[src/rtl/module_secuenciador_operandos_pkg.sv]
// Shared keypad definitions: key codes, sequencer state encoding and the
// operand-width sanity helper.
package pkg_teclado;

    localparam logic [3:0] TECLA_SIGNO = 4'd10;
    localparam logic [3:0] TECLA_ENTER = 4'd11;
    localparam logic [3:0] TECLA_CLEAR = 4'd13;
    localparam logic [3:0] TECLA_ERR   = 4'd15;

    // The encoding doubles as the display phase code.
    typedef enum logic [2:0] {
        ST_A     = 3'd0,
        ST_B     = 3'd1,
        ST_START = 3'd2,
        ST_WAIT  = 3'd3,
        ST_SHOW  = 3'd4
    } state_t;

    // True when the largest n_digits decimal number fits in bin_w bits.
    function automatic bit bin_w_ok(input int n_digits, input int bin_w);
        longint p10;
        p10 = 1;
        for (int i = 0; i < n_digits; i++) begin
            p10 = p10 * 10;
        end
        return (p10 - 1) <= ((longint'(1) << bin_w) - 1);
    endfunction

endpackage

[src/rtl/module_secuenciador_operandos_acumulador.sv]
// One operand: decimal digit accumulator (acc*10 + d), digit counter and
// sign flop.
module module_acumulador #(
    parameter  int N_DIGITS = 2,
    parameter  int BIN_W    = 7,
    localparam int CNT_W    = $clog2(N_DIGITS + 1)
) (
    input  logic             clk,
    input  logic             rst,
    input  logic             clr,
    input  logic             load_digit,
    input  logic             toggle_sign,
    input  logic [3:0]       digit,
    output logic [BIN_W-1:0] value,
    output logic             sign,
    output logic [CNT_W-1:0] count,
    output logic             full
);

    logic [BIN_W+3:0] acc_ext;
    logic [BIN_W+3:0] acc_next;

    // acc*10 via shifts; the widened sum cannot wrap before truncation.
    assign acc_ext  = {4'b0000, value};
    assign acc_next = (acc_ext << 3) + (acc_ext << 1) + {{BIN_W{1'b0}}, digit};
    assign full     = (count == CNT_W'(N_DIGITS));

    always_ff @(posedge clk) begin
        if (!rst) begin
            value <= '0;
            sign  <= 1'b0;
            count <= '0;
        end else if (clr) begin
            value <= '0;
            sign  <= 1'b0;
            count <= '0;
        end else begin
            if (load_digit && !full) begin
                value <= acc_next[BIN_W-1:0];
                count <= count + CNT_W'(1);
            end
            if (toggle_sign) begin
                sign <= ~sign;
            end
        end
    end

endmodule

[src/rtl/module_secuenciador_operandos.sv]
// Keypad entry sequencer: collects signed operands A and B, starts the
// multiplier, waits for done and holds the result phase until the next key.
//
// state    | meaning
// ST_A     | entering operand A
// ST_B     | entering operand B
// ST_START | one-cycle start pulse to the multiplier
// ST_WAIT  | waiting for mult_done_i, keys dropped silently
// ST_SHOW  | result on display, any key returns to ST_A
module module_secuenciador_operandos
    import pkg_teclado::*;
#(
    parameter int N_DIGITS = 2,
    parameter int BIN_W    = 7
) (
    input  logic             clk,
    input  logic             rst,
    input  logic             key_valid_i,
    input  logic [3:0]       key_code_i,
    input  logic             mult_done_i,
    output logic [BIN_W-1:0] op_a_o,
    output logic [BIN_W-1:0] op_b_o,
    output logic             sign_a_o,
    output logic             sign_b_o,
    output logic             mult_start_o,
    output logic             busy_o,
    output logic [2:0]       fase_o,
    output logic             err_o
);

    localparam int CNT_W = $clog2(N_DIGITS + 1);

    state_t           state;
    state_t           state_next;
    logic             err_next;
    logic             clr_ops;
    logic             load_a, load_b;
    logic             tog_a, tog_b;
    logic [CNT_W-1:0] count_a, count_b;
    logic             full_a, full_b;
    logic             act_b;
    logic             act_full;
    logic             act_empty;
    logic             is_digit;

    module_acumulador #(.N_DIGITS(N_DIGITS), .BIN_W(BIN_W)) u_acc_a (
        .clk         (clk),
        .rst         (rst),
        .clr         (clr_ops),
        .load_digit  (load_a),
        .toggle_sign (tog_a),
        .digit       (key_code_i),
        .value       (op_a_o),
        .sign        (sign_a_o),
        .count       (count_a),
        .full        (full_a)
    );

    module_acumulador #(.N_DIGITS(N_DIGITS), .BIN_W(BIN_W)) u_acc_b (
        .clk         (clk),
        .rst         (rst),
        .clr         (clr_ops),
        .load_digit  (load_b),
        .toggle_sign (tog_b),
        .digit       (key_code_i),
        .value       (op_b_o),
        .sign        (sign_b_o),
        .count       (count_b),
        .full        (full_b)
    );

    assign act_b     = (state == ST_B);
    assign act_full  = act_b ? full_b : full_a;
    assign act_empty = act_b ? (count_b == '0) : (count_a == '0);
    assign is_digit  = (key_code_i <= 4'd9);

    always_ff @(posedge clk) begin
        if (!rst) begin
            state <= ST_A;
            err_o <= 1'b0;
        end else begin
            state <= state_next;
            err_o <= err_next;
        end
    end

    always_comb begin
        state_next = state;
        err_next   = 1'b0;
        clr_ops    = 1'b0;
        load_a     = 1'b0;
        load_b     = 1'b0;
        tog_a      = 1'b0;
        tog_b      = 1'b0;
        case (state)
            ST_A, ST_B: begin
                if (key_valid_i) begin
                    if (is_digit) begin
                        if (act_full) begin
                            err_next = 1'b1;
                        end else begin
                            load_a = !act_b;
                            load_b = act_b;
                        end
                    end else begin
                        case (key_code_i)
                            TECLA_SIGNO: begin
                                tog_a = !act_b;
                                tog_b = act_b;
                            end
                            TECLA_ENTER: begin
                                if (act_empty) begin
                                    err_next = 1'b1;
                                end else begin
                                    state_next = act_b ? ST_START : ST_B;
                                end
                            end
                            TECLA_CLEAR: begin
                                clr_ops    = 1'b1;
                                state_next = ST_A;
                            end
                            default: err_next = 1'b1;
                        endcase
                    end
                end
            end
            ST_START: state_next = ST_WAIT;
            ST_WAIT: begin
                if (mult_done_i) begin
                    state_next = ST_SHOW;
                end
            end
            ST_SHOW: begin
                // The waking key is consumed here, never entered as a digit.
                if (key_valid_i) begin
                    clr_ops    = 1'b1;
                    state_next = ST_A;
                end
            end
            default: state_next = ST_A;
        endcase
    end

    always_comb begin
        mult_start_o = 1'b0;
        busy_o       = 1'b0;
        fase_o       = state;
        case (state)
            ST_START: begin
                mult_start_o = 1'b1;
                busy_o       = 1'b1;
            end
            ST_WAIT: busy_o = 1'b1;
            default: ;
        endcase
    end

endmodule

[config.mk]
export PLATFORM = sky130hd
export DESIGN_NAME = module_secuenciador_operandos
export DESIGN_NICKNAME = d
export VERILOG_FILES = /design/src/rtl/module_secuenciador_operandos_pkg.sv /design/src/rtl/module_secuenciador_operandos_acumulador.sv /design/src/rtl/module_secuenciador_operandos.sv
export SDC_FILE = /design/constraint.sdc
export NUM_CORES = 1
export LEC_CHECK = 0
export BUFFER_PORTS_ARGS = -buffer_cell sky130_fd_sc_hd__buf_4
export CORE_MARGIN = 4
export CORE_UTILIZATION = 57
export CTS_BUF_LIST = sky130_fd_sc_hd__clkbuf_8
export DETAILED_ROUTE_END_ITERATION = 10
export GPL_TIMING_DRIVEN = 1
export PLACE_DENSITY = 0.84
export SKIP_CTS_REPAIR_TIMING = 1
export SYNTH_ARGS = -nofsm -noshare
export SYNTH_HDL_FRONTEND = slang
export SYNTH_SLANG_ARGS = --single-unit
[constraint.sdc]
create_clock -name clk -period 2.5 [get_ports clk]
set_input_delay 0.125 -clock clk [delete_from_list [all_inputs] [get_ports clk]]
set_output_delay 0.125 -clock clk [all_outputs]
set_load 0.005 [all_outputs]
==> impl_metrics.csv <==
group,metric,value,unit
run_status,status,"completed",
synth,synthCells,169,
pwr,combPwrFrac,0.203,
final_layout,final_common_cell,"buf_4",
final_layout,fin_util,0.7325,
worst_setup_path,rrSetupSlack,170,ps
worst_setup_path,cp.required,2660,ps
sta,fin_crit,2333,ps
clock_tree,htreeDepth,1,
sta,setup_violations,0,
sta,clock.fmax,428.7,MHz
grt,gr-total-overflow,0,
grt,grt_use_total,0.1989,
worst_setup_path,crit_path_max_fanout,4,
worst_hold_path,min_from,"rst",
clock_tree,cts.sinks,24,
floorplan,core_area,2545,um2
floorplan,dieWidth,60.28,um
floorplan,io_pins,30,
sta,tightest_slew,480.4,ps
pwr,p_per_area,421.7,nW/um2
worst_setup_path,arrival,2490,ps
worst_hold_path,min_path_type,"input port to register",
clock_tree,tritoncts,"yes",
sta,rsz0062_at_grt,"no",
placement,hpwl,2.524,mm
final_layout,drive_gt1_frac,0.1950,
detailed_routing,drc,0,
detailed_routing,wl,3.259,mm
worst_setup_path,crit_path_start,"u_acc_a.value[0]$_SDFFE_PP0P_",
pwr,vdd_drop_max,0.0004243,V
worst_setup_path,critPathKind,"register to register",
worst_setup_path,reg2reg_from,"u_acc_a.value[0]$_SDFFE_PP0P_",
sta,hold_viol,0,
final_layout,fin_cells,230,
grt,grt_max_degree,15,
detailed_routing,ant_nets,0,
placement,gp_congestion,0.8430,
pwr,p_int,0.5818,mW
detailed_routing,avgViaCountPerCell,5.587,
synth,avgSynthCellArea,9.217,um2
synth,syn_nets,201,
clock_tree,cts.path.max_buffers,2,
sta,drv_slew,0,
floorplan,dieArea,3633,um2
final_layout,fin_nets,234,
floorplan,fp.dieH,60.28,um
worst_setup_path,setup.worst_path.start_class,"register",
floorplan,start_util,0.6121,
detailed_routing,drt-pass1-iter-count,4,
sta,fin_hold_ws,150.3,ps
sta,period_share,0.9331,
final_layout,antenna_cells,0,
floorplan,rows,18,
pwr,clockPowerShare,0.280,
grt,grt_pass1_vias,1265,
final_layout,filler_cell_count,200,
grt,antenna_found_initial,0,
run,drv_cap,0,
synth,ys.warnings.count,0,
detailed_routing,drtIter0Drc,75,
sta,clock_skew,3.739,ps
pwr,p_seq_frac,0.518,
clock_tree,path_clk_slew,80,ps
worst_setup_path,endpoint_kind,"register",
sta,timing.slew.headroom,0.6797,
synth,yosysUniqueCellTypes,36,
sta,setup_tns,0,ps
detailed_routing,routedWlPerCell,14.17,um
detailed_routing,vias,1285,
placement,portBuffers,29,
clock_tree,cts.root.buffer_cell,"clkbuf_8",
pwr,switching_power,0.2044,mW
clock_tree,cts_made_buffers,3,
clock_tree,clkLatencyLatePin,260,ps
placement,dp_cells,227,
final_layout,syn_to_final_growth,19.68,%
final_layout,layout_common_cells,"buf_4, nor2_1, dfxtp_1",
pwr,switching_share,0.2599,
synth,seq_area_frac_synth,0.3084,
grt,grt_pass1_wl,5.471,mm
pwr,leakagePower,0.9442,nW
synth,synth_seq_cells,24,
synth,mappedNetlistArea,1558,um2
==> synth_stat cells (all sizes together) <==
library cell	n	share of area
a211oi	1	0.0048
a21boi	1	0.0048
a21o	4	0.019
a21oi	8	0.026
a221o	1	0.0064
a22o	2	0.011
a311o	1	0.0064
buf	1	0.0032
clkbuf	4	0.0096
dfxtp	24	0.31
fa	4	0.051
ha	20	0.16
inv	17	0.041
mux2	2	0.014
mux2i	11	0.071
nand2	4	0.0096
nand2b	1	0.0040
nand3	3	0.0096
nand3b	1	0.0048
nand4	1	0.0040
nand4b	2	0.011
nand4bb	1	0.0072
nor2	26	0.063
nor2b	1	0.0040
nor3	1	0.0032
nor3b	1	0.0048
nor4	2	0.0080
o211ai	1	0.0048
o21a	2	0.0096
o21ai	2	0.0064
or3b	2	0.013
or4	2	0.0096
or4b	1	0.0064
xnor2	12	0.067
xor2	2	0.011
==> critical path, stage by stage (launching register included) <==
cell,delay [ps]
dfxtp_1,390
inv_1,80
fa_1,510
inv_1,70
fa_1,460
a21o_1,200
a21oi_1,190
xnor2_1,110
mux2i_1,170
nor2_1,50
==> per-stage QoR <==
stage	total power, mW	area (um2)	worst slack (ps)
floorplan	0.5162	1558	367.7
global placement	0.5650	1823	362.6
detailed placement	0.5730	1823	236.2
CTS	0.7920	1864	166.0
global route	0.8317	1864	22.80
finish	0.7862	1864	167.3
==> routing by layer <==
metal / vias to the layer above / share of wire / global-route usage
met4: 0 / 0.013 / 0.09494
li1: 642 / - / -
met1: 597 / 0.45 / 0.2415
met2: 40 / 0.48 / 0.3410
met5: - / 0 / 0
met3: 6 / 0.062 / 0.02808
==> state kept, by name (all words and copies together), names as in the netlist <==
signal         flops
u_acc_b.count      2
u_acc_a.value      7
u_acc_b.sign       1
u_acc_a.sign       1
u_acc_a.count      2
fase_o             3
err_o              1
u_acc_b.value      7
==> cell type report <==
type	count	area, um2	area share
clock buffer	3	41.29	0.02215
inverter	17	63.81	0.03423
multi-input combinational	123	993.5	0.5329
sequential	24	480.5	0.2577
tap	30	37.54	0.02013
timing repair buffer	33	247.7	0.1329
==> power groups by stage <==
stage                     Clock, mW  Sequential, mW  Combinational, mW
after detailed placement          0           0.416              0.157
after global placement            0           0.415              0.150
final                         0.220           0.407              0.159
after floorplan                   0           0.415              0.101
after CTS                     0.226           0.407              0.159
after global routing          0.245           0.409              0.178
==> worst paths after layout <==
| check | endpoint | cells after the start |
|---|---|---|
| setup / recovery | u_acc_a.value[6]$_SDFFE_PP0P_ | 9 |
| hold reg to reg | u_acc_b.value[6]$_SDFFE_PP0P_ | 1 |
| setup reg to reg | u_acc_a.value[6]$_SDFFE_PP0P_ | 9 |
| hold / removal | err_o$_SDFF_PN0_ | 3 |
==> cells by family after synthesis <==
| logic type | synth area share |
|---|---|
| and+or+nand+nor | 0.1622 |
| adders and majority gates | 0.2121 |
| DFF | 0.3084 |
| AOI/OAI and AO/OA | 0.09961 |
| buffers and inverters | 0.05381 |
| xor gates and xnor gates | 0.07872 |
| muxes | 0.08514 |
Power figures use the tool's default switching activity.
